==> src/rtl/inst_dec_pkg.sv <==
// Shared encodings, default field widths and the decoded-instruction record
// for the pipelined instruction decoder.
package inst_dec_pkg;

  localparam int IMM_ZERO  = 0;
  localparam int IMM_SIGN  = 1;
  localparam int IMM_PEROP = 2;

  // Opcode top-nibble values of instructions that never write a register
  localparam logic [3:0] NOWB_OPC_0 = 4'b0111;
  localparam logic [3:0] NOWB_OPC_1 = 4'b1100;
  localparam logic [3:0] NOWB_OPC_2 = 4'b1101;

  localparam int DEF_OPC_W  = 5;
  localparam int DEF_REG_AW = 3;
  localparam int DEF_DATA_W = 16;

  typedef struct packed {
    logic [DEF_OPC_W-1:0]  aluop;
    logic [DEF_REG_AW-1:0] sel_a;
    logic [DEF_REG_AW-1:0] sel_b;
    logic [DEF_REG_AW-1:0] sel_d;
    logic [DEF_DATA_W-1:0] imm;
    logic                  regwe;
  } dec_fields_t;

  function automatic logic writes_back(input logic [3:0] opc_top);
    logic we;
    case (opc_top)
      NOWB_OPC_0: we = 1'b0;
      NOWB_OPC_1: we = 1'b0;
      NOWB_OPC_2: we = 1'b0;
      default:    we = 1'b1;
    endcase
    return we;
  endfunction

endpackage

==> src/rtl/inst_dec_fields.sv <==
// Combinational split of one instruction word into its decoded fields,
// including immediate extension.
module inst_dec_fields
  import inst_dec_pkg::*;
#(
  parameter int INST_W   = 16,
  parameter int OPC_W    = 5,
  parameter int REG_AW   = 3,
  parameter int IMM_W    = 8,
  parameter int DATA_W   = 16,
  parameter int IMM_MODE = 0
) (
  input  logic [INST_W-1:0] inst,
  output logic [OPC_W-1:0]  aluop,
  output logic [REG_AW-1:0] sel_a,
  output logic [REG_AW-1:0] sel_b,
  output logic [REG_AW-1:0] sel_d,
  output logic [DATA_W-1:0] imm,
  output logic              regwe
);

  logic             sign_ext_s;
  logic [IMM_W-1:0] imm_raw_s;

  assign aluop     = inst[INST_W-1 -: OPC_W];
  assign sel_a     = inst[INST_W-OPC_W-1 -: REG_AW];
  assign sel_b     = inst[INST_W-OPC_W-REG_AW-1 -: REG_AW];
  assign sel_d     = inst[INST_W-OPC_W-2*REG_AW-1 -: REG_AW];
  assign imm_raw_s = inst[IMM_W-1:0];
  assign regwe     = writes_back(aluop[OPC_W-1 -: 4]);

  // Choose extension kind; per-instruction mode keys off the opcode LSB
  always_comb begin
    sign_ext_s = 1'b0;
    case (IMM_MODE)
      IMM_SIGN:  sign_ext_s = 1'b1;
      IMM_PEROP: sign_ext_s = aluop[0];
      default:   sign_ext_s = 1'b0;
    endcase
  end

  // Widen the immediate field to the data width
  always_comb begin
    imm = '0;
    imm[IMM_W-1:0] = imm_raw_s;
    for (int i = IMM_W; i < DATA_W; i++) begin
      imm[i] = sign_ext_s & imm_raw_s[IMM_W-1];
    end
  end

endmodule

==> src/rtl/inst_dec_pipe.sv <==
// Handshaked instruction decoder: one registered output stage backed by a
// one-entry skid register, with flush and a transfer counter.
module inst_dec_pipe
  import inst_dec_pkg::*;
#(
  parameter int INST_W   = 16,
  parameter int OPC_W    = 5,
  parameter int REG_AW   = 3,
  parameter int IMM_W    = 8,
  parameter int DATA_W   = 16,
  parameter int IMM_MODE = 0,
  parameter int CNT_W    = 16
) (
  input  logic              I_clk,
  input  logic              I_rst,
  input  logic              I_flush,
  input  logic              I_valid,
  output logic              O_ready,
  input  logic [INST_W-1:0] I_inst,
  output logic              O_valid,
  input  logic              I_ready,
  output logic [OPC_W-1:0]  O_aluop,
  output logic [REG_AW-1:0] O_selA,
  output logic [REG_AW-1:0] O_selB,
  output logic [REG_AW-1:0] O_selD,
  output logic [DATA_W-1:0] O_imm,
  output logic              O_regwe,
  output logic [CNT_W-1:0]  O_count
);

  if (INST_W < OPC_W + 3 * REG_AW) begin : g_bad_layout
    $error("inst_dec_pipe: INST_W cannot hold opcode plus three register selects");
  end
  if (OPC_W < 4) begin : g_bad_opc
    $error("inst_dec_pipe: OPC_W must be at least 4");
  end
  if (IMM_W > DATA_W || IMM_W > INST_W) begin : g_bad_imm
    $error("inst_dec_pipe: IMM_W must fit in DATA_W and INST_W");
  end

  typedef struct packed {
    logic [OPC_W-1:0]  aluop;
    logic [REG_AW-1:0] sel_a;
    logic [REG_AW-1:0] sel_b;
    logic [REG_AW-1:0] sel_d;
    logic [DATA_W-1:0] imm;
    logic              regwe;
  } fields_t;

  logic [OPC_W-1:0]  dec_aluop_s;
  logic [REG_AW-1:0] dec_sel_a_s;
  logic [REG_AW-1:0] dec_sel_b_s;
  logic [REG_AW-1:0] dec_sel_d_s;
  logic [DATA_W-1:0] dec_imm_s;
  logic              dec_regwe_s;
  fields_t           dec_s;

  fields_t           out_r;
  fields_t           skid_r;
  logic              out_valid_r;
  logic              skid_valid_r;
  logic [CNT_W-1:0]  count_r;

  logic              ready_s;
  logic              accept_s;
  logic              xfer_s;

  inst_dec_fields #(
    .INST_W  (INST_W),
    .OPC_W   (OPC_W),
    .REG_AW  (REG_AW),
    .IMM_W   (IMM_W),
    .DATA_W  (DATA_W),
    .IMM_MODE(IMM_MODE)
  ) u_fields (
    .inst (I_inst),
    .aluop(dec_aluop_s),
    .sel_a(dec_sel_a_s),
    .sel_b(dec_sel_b_s),
    .sel_d(dec_sel_d_s),
    .imm  (dec_imm_s),
    .regwe(dec_regwe_s)
  );

  assign dec_s = {dec_aluop_s, dec_sel_a_s, dec_sel_b_s, dec_sel_d_s, dec_imm_s, dec_regwe_s};

  // Readiness depends only on held state, never on the downstream ready
  assign ready_s  = !skid_valid_r && !I_rst;
  assign accept_s = I_valid && ready_s && !I_flush;
  assign xfer_s   = out_valid_r && I_ready;

  // Output stage, skid entry and transfer counter
  always_ff @(posedge I_clk) begin
    if (I_rst) begin
      out_valid_r  <= 1'b0;
      skid_valid_r <= 1'b0;
      out_r        <= '0;
      skid_r       <= '0;
      count_r      <= '0;
    end else if (I_flush) begin
      out_valid_r  <= 1'b0;
      skid_valid_r <= 1'b0;
      count_r      <= '0;
    end else begin
      if (xfer_s) begin
        count_r <= count_r + CNT_W'(1);
      end
      if (!out_valid_r || I_ready) begin
        if (skid_valid_r) begin
          out_r        <= skid_r;
          out_valid_r  <= 1'b1;
          skid_valid_r <= 1'b0;
        end else if (accept_s) begin
          out_r       <= dec_s;
          out_valid_r <= 1'b1;
        end else begin
          out_valid_r <= 1'b0;
        end
      end else if (accept_s) begin
        // Output is stalled: park the new beat behind it
        skid_r       <= dec_s;
        skid_valid_r <= 1'b1;
      end
    end
  end

  assign O_ready = ready_s;
  assign O_valid = out_valid_r;
  assign O_aluop = out_r.aluop;
  assign O_selA  = out_r.sel_a;
  assign O_selB  = out_r.sel_b;
  assign O_selD  = out_r.sel_d;
  assign O_imm   = out_r.imm;
  assign O_regwe = out_r.regwe;
  assign O_count = count_r;

endmodule

==> config.mk <==
export PLATFORM = sky130hd
export DESIGN_NAME = inst_dec_pipe
export DESIGN_NICKNAME = d
export VERILOG_FILES = /design/src/rtl/inst_dec_pkg.sv /design/src/rtl/inst_dec_fields.sv /design/src/rtl/inst_dec_pipe.sv
export SDC_FILE = /design/constraint.sdc
export NUM_CORES = 1
export LEC_CHECK = 0
export CAP_MARGIN = 20
export CORE_MARGIN = 1.5
export CORE_UTILIZATION = 50
export CTS_CLUSTER_SIZE = 20
export DETAILED_ROUTE_END_ITERATION = 7
export GPL_TIMING_DRIVEN = 0
export PLACE_DENSITY = 0.88
export SETUP_SLACK_MARGIN = 0.15
export SKIP_CTS_REPAIR_TIMING = 1
export SLEW_MARGIN = 10
export SYNTH_ARGS = -nofsm -noshare
export SYNTH_HDL_FRONTEND = slang
export SYNTH_SLANG_ARGS = --single-unit
==> constraint.sdc <==
create_clock -name I_clk -period 3.63 [get_ports I_clk]
set_input_delay 0.726 -clock I_clk [delete_from_list [all_inputs] [get_ports I_clk]]
set_output_delay 0.726 -clock I_clk [all_outputs]
set_load 0.01 [all_outputs]
==> results of run 1 <==
per-stage QoR:
step	cells	instance area (sq um)	power (mW)	setup slack, ns
2_1_floorplan	274	2310	0.663	1.54
3_3_place_gp	387	2990	0.728	0.362
3_5_place_dp	387	2990	0.731	0.363
4_1_cts	394	3120	1.18	0.354
5_1_grt	394	3120	1.21	0.241
6_report	394	3120	1.17	0.346
flip-flops by register name (all words and copies together), names as in the netlist:
name and flops:
skid_r 17, O_count 16, O_valid 1, O_imm 4, O_regwe 1, O_aluop 5, O_selB 2, O_selA 3
O_selD 2, skid_valid_r 1
report_power, final:
group / leakage (nW) / switching (mW) / total (mW) / internal (mW)
logic: 0.610 / 0.0576 / 0.128 / 0.0702
registers: 0.421 / 0.00789 / 0.590 / 0.582
clock network: 0.0642 / 0.181 / 0.452 / 0.271
how the worst max path moves through the flow:
stage	slack, ns	endpoint	from
2_1_floorplan	1.54	O_ready	I_rst
3_3_place_gp	0.36	O_ready	I_rst
3_5_place_dp	0.36	O_ready	I_rst
4_1_cts	0.35	O_ready	I_rst
5_1_grt	0.24	O_ready	I_rst
6_report	0.35	O_ready	I_rst
worst max-delay path: stages:
cell and delay (ns):
sky130_fd_sc_hd__clkdlybuf4s50_1 0.47, sky130_fd_sc_hd__clkbuf_1 0.36, sky130_fd_sc_hd__clkbuf_1 0.42, sky130_fd_sc_hd__nor2_1 0.07
sky130_fd_sc_hd__clkdlybuf4s50_1 0.50
metal layers:
| metal | vias up | part of all wire, % | wire (microns) |
|---|---|---|---|
| li1 | 1049 | - | - |
| met1 | 944 | 43 | 2260 |
| met2 | 41 | 52 | 2740 |
| met3 | 8 | 3.4 | 180 |
| met4 | 0 | 1.6 | 85 |
| met5 | - | 0 | 0 |
synth_stat cells, drive strengths merged, types with 4 or more instances:
master  number  area, sq um
a21oi       23          115
clkbuf       9         33.8
nor2        33          124
nand2       41          154
buf         19          129
a211oi      17          133
nand3        7         35.0
and3         4         25.0
mux2i       17          170
xnor2        7         61.3
dfxtp       52         1040
logic make-up (layout without fill, tap and decap cells):
| kind of cell | Yosys count | in the layout |
|---|---|---|
| fa+ha+maj | 1 | 1 |
| simple gates | 104 | 104 |
| xor+xnor | 9 | 9 |
| other cells | 1 | 8 |
| mux | 17 | 17 |
| compound gates | 51 | 51 |
| flops | 52 | 52 |
| buf+inv | 32 | 100 |
area by class of cell:
cell class,instances,share of cell area (%)
Clock inverter,2,1.93
Buffer,28,5.22
Multi-Input combinational cell,190,35.1
Tap cell,52,2.09
Timing Repair Buffer,61,19.6
Sequential cell,52,33.4
Clock buffer,5,2.21
Inverter,4,0.482
==> reports/summary.md, run 1 <==
The clock passes through at most 2 buffers. Along the worst hold path, the cell count comes to 2. The via density per instance was 5.18; the number of cell rows was 24. In this run, synthesis produced a sequential element count of 52. The global routing usage summed across all routing layers is 21.5%, and the timing-limited maximum frequency is 305 MHz. Cells with a size suffix above 1 make up 8.77% of the layout.

The worst pin sits at a relative slew slack of 50.2%. For met1 alone, demand over resource in global routing was 26.7%. Setup repair after global routing left no endpoint under its margin. The floorplan step set the die width to 70.6 microns. The hold path endpoint is skid_r[24]$_SDFFE_PP0P_. Distinct cell type count of the synthesized netlist: 36.

Leading cell type in the layout, fill and taps excluded: sky130_fd_sc_hd__clkdlybuf4s50_1. Fill cells in the final layout number 368. Sequential cells were found to cover 45.5% of the synthesized design area. The register-to-register setup slack is 1.73 ns. Placeable core region: 0.00438 sq mm. The synthesis warning total was 0. Subtracting the final worst setup slack from the clock period gives 3.28 ns.

In this run the remaining antenna-violating nets after routing total 0. The tools report the global-route track usage on met2 as 37.4%. Compound-cell area share of the yosys netlist: 14.4%. Dividing total power by cell area gives a power density of 375 mW/mm^2. The wire-length estimate of the detail-placed layout is 3850 microns. Most common flop cell mapped by yosys: sky130_fd_sc_hd__dfxtp_1.

The startpoint of the lowest-slack hold path was skid_r[24]$_SDFFE_PP0P_. After technology mapping, the gate count stands at 267. The number of clock sinks is 52, and the hold violation count in the final report is 0. The multi-input combinational cells in the finished layout cover a total of 0.00109 sq mm. The run gives 1,876 as the number of global-route vias before repair. The worst register-to-register path begins at O_count[0]$_SDFFE_PP0P_. For the count of endpoints failing setup in the final report, the log shows 0.

Summed over all cells, the static leakage comes to 1.10 nW. The height of the chip is 70.6 microns, and the number of enable-type register cells in the synthesized netlist is 0. The final critical path takes up 90.5% of the cycle.

Type of destination of the critical path: a primary output. The run gives 0.00104 sq mm as the register area. The first-pass GRT wire length is 8540 microns. The worst setup path is of the primary input to primary output kind. The logs give 3.42% for the global routing met3 resource utilization and 5270 microns for the routed wire length.

For the worst setup path, the data required time is 2.90 ns. The post-synthesis async set-or-reset flop share is 0%, and the worst hold margin is 0.459 ns. The synthesized netlist devotes 20.7% of its cell area to simple gates. The maximum number of pins on one net before global-route repair came out at 16. The maximum level of the CTS H-tree was 2.

The classification of the worst-slack hold path is flop to flop. The portion of synthesized area spent on multiplexers is 7.44%. The initial antenna violation count came out at 0.

The run gives 0.00288 ns as the worst clock skew on the final layout. For this run, the share of the core covered by cells in the final layout is 71.1%. The tools report the post-route setup TNS as 0 ns. After global routing the overflow that remains totals 0. Of all nets on the critical path, the largest fanout is 10. Dividing the detail-routed wire length by the instance count gives 13.4 microns. The run finished with clean final reports. The run gives 52.1% as the initial standard-cell utilization of the core.

The transition time of the tightest slew-check pin is 0.747 ns, and the number of violations of the max-capacitance limit is 0. The signal arrival time at the worst endpoint was 2.56 ns; the count of buffers inserted at the top-level ports was 61. Clock root buffer: sky130_fd_sc_hd__clkbuf_8. In the layout the commonest cells are sky130_fd_sc_hd__clkdlybuf4s50_1, sky130_fd_sc_hd__dfxtp_1, sky130_fd_sc_hd__nand2_1, sky130_fd_sc_hd__nor2_1, sky130_fd_sc_hd__a21oi_1. The number of clock buffers added by TritonCTS is 5.

The XOR/XNOR share of the synthesized area was 3.45%. TritonCTS built the clock tree. Routability-driven placement finished with a final weighted congestion of 0.802. Number of cells on the worst reg-to-reg path: 5. For this design the top-level I/O count stands at 70. For this block, the initial DRC count from the detailed router was 100. The mean area per synthesized cell works out to 8.56 sq um.

For this run, the post-layout net count is 364. Relative to the synthesized area, the layout overhead comes to 36.3%. For the full die area, the log shows 0.00499 sq mm. met2 is the most crowded layer. VDD sags by at most 0.249 mV.

The number of antenna diodes in the final layout is 0. The first-pass detailed-route iteration total came out at 4. Overall via count from detail_route: 2,042. Adder and majority cell fraction of the synthesized area: 0.547%. The combinational family with the most area after synthesis was simple AND/OR/NAND/NOR gates. The type of element launching the critical path was a primary input. The final number of max-transition violations was 0. Summing every instance area after synthesis gives 0.00229 sq mm. The remaining routing DRC violations was 0. Clock latency on the worst-skew pair, taken at its later pin, is 0.30 ns.

The clock slew seen by the registers of the worst setup and hold paths works out to 0.09 ns. The worst register-to-register path ends at O_count[12]$_SDFFE_PP0P_.
Power figures use the tool's default switching activity.
==> inputs of run 2 (changes only) <==
--- a/config.mk
+++ b/config.mk
@@ -12,6 +12,7 @@
 export DETAILED_ROUTE_END_ITERATION = 7
 export GPL_TIMING_DRIVEN = 0
 export PLACE_DENSITY = 0.88
+export REMOVE_ABC_BUFFERS = 1
 export SETUP_SLACK_MARGIN = 0.15
 export SKIP_CTS_REPAIR_TIMING = 1
 export SLEW_MARGIN = 10
==> run 2 against run 1 <==
Effect of this change:
- non-clock buffer count shrank 26
- flip-flop and latch count is the same
- sequential share of layout area grew 1.6 points
- global-route usage down 2.1 points
- utilization is 3.3 points lower
- critical path type unchanged
- largest cell class unchanged
- largest power group unchanged
- highest routed layer unchanged
==> reports/summary.md, run 2 (synthesis gave the netlist of run 1 again) <==
For the number of primary I/O pins, the log shows 70 (unchanged). The run gives 1.10 mW (-6.2%) as the total chip power. The run gives 0.30 ns (about the same) as the clock latency on the worst-skew pair.

The overall via count from detail_route is 1,978 (-3.1%), and the count of buffers inserted at the top-level ports is 61 (unchanged). The final number of max-transition violations came out at 0 (unchanged). The critical path ends at O_ready. The number of violations of the max-capacitance limit was 0 (unchanged); the clock slew seen by the registers of the worst setup and hold paths was 0.10 ns (about the same). The clock buffer count from CTS is 5 (unchanged), and the transition time of the tightest slew-check pin is 1.17 ns (+0.420 ns). The amount of wire on met3 after detailed routing is 338 microns (+88%). The maximum level of the CTS H-tree was 2 (unchanged). In this run the worst setup path begins at I_rst.

The run gives 52 (unchanged) as the number of clock sinks. Type of element launching the critical path: a primary input. The detailed router used layers up to and including met4.

The met2 wire length was 2320 microns (-15%); the worst slack at placement was 0.302 ns (-0.0609 ns). For the initial antenna violation count, the log shows 0 (unchanged). Setup repair after global routing left no endpoint under its margin. Maximum fanout along the worst path: 25 (+15).

For the global routing usage summed across all routing layers, the log shows 19.4% (-2.1 points). Leaving out fill and tap cells, the most frequent cells in the layout are sky130_fd_sc_hd__clkdlybuf4s50_1, sky130_fd_sc_hd__dfxtp_1, sky130_fd_sc_hd__nand2_1, sky130_fd_sc_hd__nor2_1, sky130_fd_sc_hd__a21oi_1. The number of buffers between clock root and the deepest sink came out at 2 (unchanged). From synthesis to final layout, the design area changed by 30.1%.

The library cell used most frequently in the layout, excluding fill and tap cells, is sky130_fd_sc_hd__clkdlybuf4s50_1. The tools report the number of cell rows as 24 (unchanged). The final period demand of the worst path was 3.11 ns (-0.173 ns).

The worst setup path is captured at a primary output. The worst supply voltage drop on vdd was 0.248 mV (-0.41%); the post-route setup TNS was 0 ns (unchanged). Height of the chip: 70.6 microns (unchanged). The tools report the routed wire length as 4800 microns (-8.9%). The tools report the worst clock skew on the final layout as 0.00939 ns (+0.00651 ns). The width of the die is 70.6 microns (unchanged). The relative max-transition margin was 22.1% (-28 points); the final antenna diode count was 0 (unchanged). The run gives 0 (unchanged) as the remaining routing DRC violations.

TritonCTS built the clock tree. The power per cell area works out to 369 mW/mm^2 (-1.7%). The average wire per cell in the routed design was 13.0 microns (-2.7%).

For the placer's final routability congestion estimate, the log shows 0.695 (-13%). The run gives 0.991 nW (-9.5%) as the leakage component of the power. The logs give 382 (+3.8%) for the number of filler instances in the final layout and 0 (unchanged) for the count of endpoints failing setup in the final report. The worst register-to-register path ends at O_aluop[2]$_SDFFE_PP0P_. The run gives 0.87 ns (-0.86 ns) as the register-to-register setup slack. The hold violation count in the final report was 0 (unchanged); the placeable core region was 0.00438 sq mm (unchanged). The share of the cycle needed by the critical path after routing came out at 85.7% (-4.8 points). The tools report the cell area reported after detailed placement as 0.00286 sq mm (-4.2%). The number of cells on the worst reg-to-reg path came out at 5 (unchanged). The flow ran to the end, and the final reports show no timing, DRC or antenna violations. The logs give 0.00499 sq mm (unchanged) for the full die area and 2080 microns (-8.2%) for the post-route met1 wirelength. First-pass detailed-route iteration total: 4 (unchanged). The tools report the count of antenna-violating nets left after detailed routing as 0 (unchanged). Number of flip-flops in the largest register: 17 (unchanged).

The logs give 26 (+10) for the maximum number of pins on one net before global-route repair and 2.38 ns (-0.18 ns) for the signal arrival time at the worst endpoint. The tools report the first-pass GRT wire length as 7880 microns (-7.8%). Fraction of layout cells with a size suffix above 1: 4.73% (-4.0 points). The via density per instance came out at 5.36 (+3.4%). CTS placed an instance of sky130_fd_sc_hd__clkbuf_8 at the clock tree root. The logs give 3400 microns (-12%) for the half-perimeter wire length of the detailed placement result and 322 MHz (+5.6%) for the timing-limited maximum frequency. The logs give 0 (unchanged) for the residual overflow from global routing and 0.00297 sq mm (-4.6%) for the final design area excluding fillers. skid_r holds more flip-flops than any other register. The DRC violation total after the first TritonRoute iteration is 84 (-16%). The critical register-to-register path startpoint was skid_valid_r$_SDFFE_PP0P_. The number of global-route vias before repair is 1,787 (-4.7%).

The path class of the tightest hold or removal check is flop to flop. Type of the worst setup path: primary input to primary output. The net total in the final layout was 338 (-7.1%); the worst-case setup margin in the final layout was 0.520 ns (+0.173 ns). The initial standard-cell utilization of the core was 52.1% (unchanged); the required time of the critical path was 2.90 ns (about the same).
-- run 2: layout make-up --
type,instances,area [sq um],area share (%)
clock buffer,5,68.8,2.31
inverter,4,15.0,0.505
multi-input combinational,190,1100,37.0
clock inverter,3,42.5,1.43
tap,52,65.1,2.19
timing repair buffer,63,641,21.5
sequential,52,1040,35.0
-- run 2: metrics by stage --
step / hold WS [ns] / cells / util [%]
after detailed placement: 0.447 / 361 / 65.3
final: 0.462 / 369 / 67.8
after global routing: 0.491 / 369 / 67.8
after CTS: 0.460 / 369 / 67.8
after floorplan: 0.430 / 246 / -
after global placement: 0.441 / 359 / 64.4
-- run 2: worst max-delay path, stage by stage --
cell and delay, ns:
sky130_fd_sc_hd__clkdlybuf4s50_1 0.82, sky130_fd_sc_hd__buf_8 0.26, sky130_fd_sc_hd__nor2_1 0.05, sky130_fd_sc_hd__clkdlybuf4s50_1 0.52
-- run 2: per-layer routing --
layer / global-route usage [%] / up-vias
met1: 22.6 / 910
met3: 5.84 / 7
li1: - / 998
met2: 34.2 / 63
met5: 0 / -
met4: 6.50 / 0
-- run 2: where the power goes --
group / internal, mW / switching, mW
clock network: 0.204 / 0.188
registers: 0.582 / 0.00833
logic: 0.0616 / 0.0529
-- run 2: worst min-delay path by stage --
stage	start	to	slack (ns)	cells past startpoint
3_3_place_gp	skid_r[26]$_SDFFE_PP0P_	skid_r[26]$_SDFFE_PP0P_	0.44	2
4_1_cts	skid_r[5]$_SDFFE_PP0P_	skid_r[5]$_SDFFE_PP0P_	0.46	2
5_1_grt	skid_r[5]$_SDFFE_PP0P_	skid_r[5]$_SDFFE_PP0P_	0.49	2
3_5_place_dp	skid_r[5]$_SDFFE_PP0P_	skid_r[5]$_SDFFE_PP0P_	0.45	2
2_1_floorplan	skid_r[17]$_SDFFE_PP0P_	skid_r[17]$_SDFFE_PP0P_	0.43	2
6_report	skid_r[5]$_SDFFE_PP0P_	skid_r[5]$_SDFFE_PP0P_	0.46	2
==> inputs of run 3 (changes only) <==
--- a/config.mk
+++ b/config.mk
@@ -15,7 +15,6 @@
 export REMOVE_ABC_BUFFERS = 1
 export SETUP_SLACK_MARGIN = 0.15
 export SKIP_CTS_REPAIR_TIMING = 1
-export SLEW_MARGIN = 10
 export SYNTH_ARGS = -nofsm -noshare
 export SYNTH_HDL_FRONTEND = slang
 export SYNTH_SLANG_ARGS = --single-unit
==> run 3 against run 2 <==
Effect of this change:
- combinational power about the same
- non-clock buffer count unchanged
- power down 5.3%
- first-iteration DRC count up 25%
- sequential power about the same
- die area unchanged
- fmax about the same
- hold slack worse by 0.0023 ns
- critical path depth unchanged
- via count about the same
- critical path type unchanged
- highest routed layer unchanged
==> reports/summary.md, run 3 (synthesis gave the netlist of run 1 again) <==
The flow ran to the end, and the final reports show no timing, DRC or antenna violations. The signal arrival time at the worst endpoint is 2.38 ns (about the same). The tools report the worst hold margin as 0.460 ns (-0.00233 ns).

Placer's final routability congestion estimate: 0.695 (unchanged). The leakage component of the power is 0.993 nW (+0.21%). The final period demand of the worst path is 3.11 ns (+0.000157 ns), and the height of the chip is 70.6 microns (unchanged). The library cells used most frequently in the layout, excluding fill and tap cells, are sky130_fd_sc_hd__clkdlybuf4s50_1, sky130_fd_sc_hd__dfxtp_1, sky130_fd_sc_hd__nand2_1, sky130_fd_sc_hd__nor2_1, sky130_fd_sc_hd__a21oi_1. The run gives 19.6% (+0.16 points) as the global routing usage summed across all routing layers. Total chip power: 1.04 mW (-5.3%).

The routed wire length came out at 4830 microns (+0.60%). The half-perimeter wire length of the detailed placement result was 3390 microns (-0.22%). The average wire per cell in the routed design came out at 13.1 microns (+0.60%). The most numerous cell type found on the critical path is sky130_fd_sc_hd__clkdlybuf4s50_1.

The first-pass GRT wire length came out at 7890 microns (+0.18%). More flip-flops sit in one register than any other, and that register is skid_r. The maximum fanout along the worst path is 26 (+4.0%), and the overall via count from detail_route is 1,979 (+0.051%).

Utilization after layout: 67.7% (-0.14 points). The transition time of the tightest slew-check pin was 1.15 ns (-0.0139 ns); the placeable core region was 0.00438 sq mm (unchanged). The maximum number of pins on one net before global-route repair came out at 27 (+3.8%).

The logs give 5 (unchanged) for the clock buffer count from CTS and 0.154 mV (-38%) for the worst supply voltage drop on vdd. For the full die area, the log shows 0.00499 sq mm (unchanged). The clock slew seen by the registers of the worst setup and hold paths is 0.09 ns (about the same). The worst path buffer plus inverter count works out to 3 (unchanged).

The path class of the tightest hold or removal check is flop to flop. Count of endpoints failing setup in the final report: 0 (unchanged). For the number of standard cells in the layout, taps in and fillers out, the log shows 369 (unchanged).

TritonCTS built the clock tree. The number of cells on the worst reg-to-reg path works out to 5 (unchanged). The run gives 0 (unchanged) as the final antenna diode count. Cell area reported after detailed placement: 0.00288 sq mm (+0.44%). The run gives 0.00297 sq mm (-0.21%) as the final design area excluding fillers. The slowest stage of the critical path belongs to the cell sky130_fd_sc_hd__clkdlybuf4s50_1. The register-to-register setup slack is 0.89 ns (+0.02 ns). The count of antenna-violating nets left after detailed routing is 0 (unchanged). The logs give 52 (unchanged) for the number of clock sinks and 0 (unchanged) for the final number of max-transition violations. The delay of the slowest critical-path stage was 0.70 ns (-0.12 ns); the fraction of layout cells with a size suffix above 1 was 4.73% (unchanged).

The tools report the initial standard-cell utilization of the core as 52.1% (unchanged). The tools report the relative max-transition margin as 23.0% (+0.93 points). The share of the cycle needed by the critical path after routing was 85.7% (about the same). The type of destination of the critical path is a primary output.

The required time of the critical path was 2.90 ns (about the same). Setup repair after global routing left no endpoint under its margin. The number of flip-flops in the largest register is 17 (unchanged).

The width of the die was 70.6 microns (unchanged). The area added between synthesis and finish came out at 29.8%. The number of violations of the max-capacitance limit was 0 (unchanged); the first-pass detailed-route iteration total was 4 (unchanged). The tools report the hold violation count in the final report as 0 (unchanged). The logs give 0 (unchanged) for the residual overflow from global routing and 24 (unchanged) for the number of cell rows. The number of cells after detailed placement came out at 361 (unchanged). Number of buffers between clock root and the deepest sink: 2 (unchanged).

The post-route setup TNS was 0 ns (unchanged); the number of primary I/O pins was 70 (unchanged). Largest delay contributor family on the critical path: buffers and inverters. The critical path is of the primary input to primary output type. The run gives 0.520 ns (-0.000157 ns) as the worst-case setup margin in the final layout.

The timing-limited maximum frequency is 322 MHz (about the same), and the worst clock skew on the final layout is 0.00521 ns (-0.00418 ns). Number of global-route vias before repair: 1,767 (-1.1%). Power per cell area: 350 mW/mm^2 (-5.1%). The leading cell type in the layout, fill and taps excluded was sky130_fd_sc_hd__clkdlybuf4s50_1. The remaining routing DRC violations is 0 (unchanged), and the maximum level of the CTS H-tree is 2 (unchanged). The net total in the final layout came out at 338 (unchanged). The via density per instance was 5.36 (about the same).

The logic depth of the worst path, buffers included was 4 (unchanged). The type of element launching the critical path was a primary input. The root buffer cell chosen for the clock tree is sky130_fd_sc_hd__clkbuf_8. Initial antenna violation count: 0 (unchanged).

The cell count of the worst hold path works out to 2 (unchanged). The clock latency on the worst-skew pair is 0.30 ns (about the same), and the count of buffers inserted at the top-level ports is 61 (unchanged). The worst slack at placement was 0.286 ns (-0.0157 ns); the DRC violation total after the first TritonRoute iteration was 105 (+25%). Traced cell by cell, the critical path runs through clkdlybuf4s50_1 > buf_16 > nor2_1 > clkdlybuf4s50_1.
## run 3: cell count changes in the layout (fill, tap and decap cells not counted), sizes merged
| cell | before | now |
|---|---|---|
| clkbuf | 5 | 6 |
| bufinv | 1 | 0 |
| clkinv | 2 | 3 |
| clkinvlp | 1 | 0 |
## run 3: area by class of cell
type | instances | area (sq um)
well taps | 52 | 65.1
clock inverters | 2 | 10.0
flip-flops and latches | 52 | 1040
clock buffers | 6 | 82.6
fillers | 356 | 1420
inverters | 4 | 15.0
repair buffers | 63 | 653
multi-input cells | 190 | 1100
## run 3: tightest hold or removal path: stages, from the launching register on
cell	delay (ns)
sky130_fd_sc_hd__dfxtp_1	0.32
sky130_fd_sc_hd__nand2_1	0.05
sky130_fd_sc_hd__a21oi_1	0.05
## run 3: path summary, 6_finish.rpt
| kind | endpoint | from |
|---|---|---|
| setup / recovery | O_ready | I_rst |
| hold / removal | skid_r[26]$_SDFFE_PP0P_ | skid_r[26]$_SDFFE_PP0P_ |
| setup reg to reg | O_imm[7]$_SDFFE_PP0P_ | skid_valid_r$_SDFFE_PP0P_ |
| hold reg to reg | skid_r[26]$_SDFFE_PP0P_ | skid_r[26]$_SDFFE_PP0P_ |
## run 3: power breakdown
group	switching (mW)	internal (mW)	total (mW)
Clock	0.180	0.152	0.332
Sequential	0.00834	0.582	0.590
Combinational	0.0530	0.0631	0.116
Total	0.241	0.797	1.04
## run 3: metal layers
layer  vias to the layer above  share of wire, %  global-route usage (%)
met3                         6               6.4                    6.13
met1                       912                45                    24.1
met2                        63                47                    32.6
met5                         -                 0                       0
met4                         0              0.99                    6.71
li1                        998                 -                       -
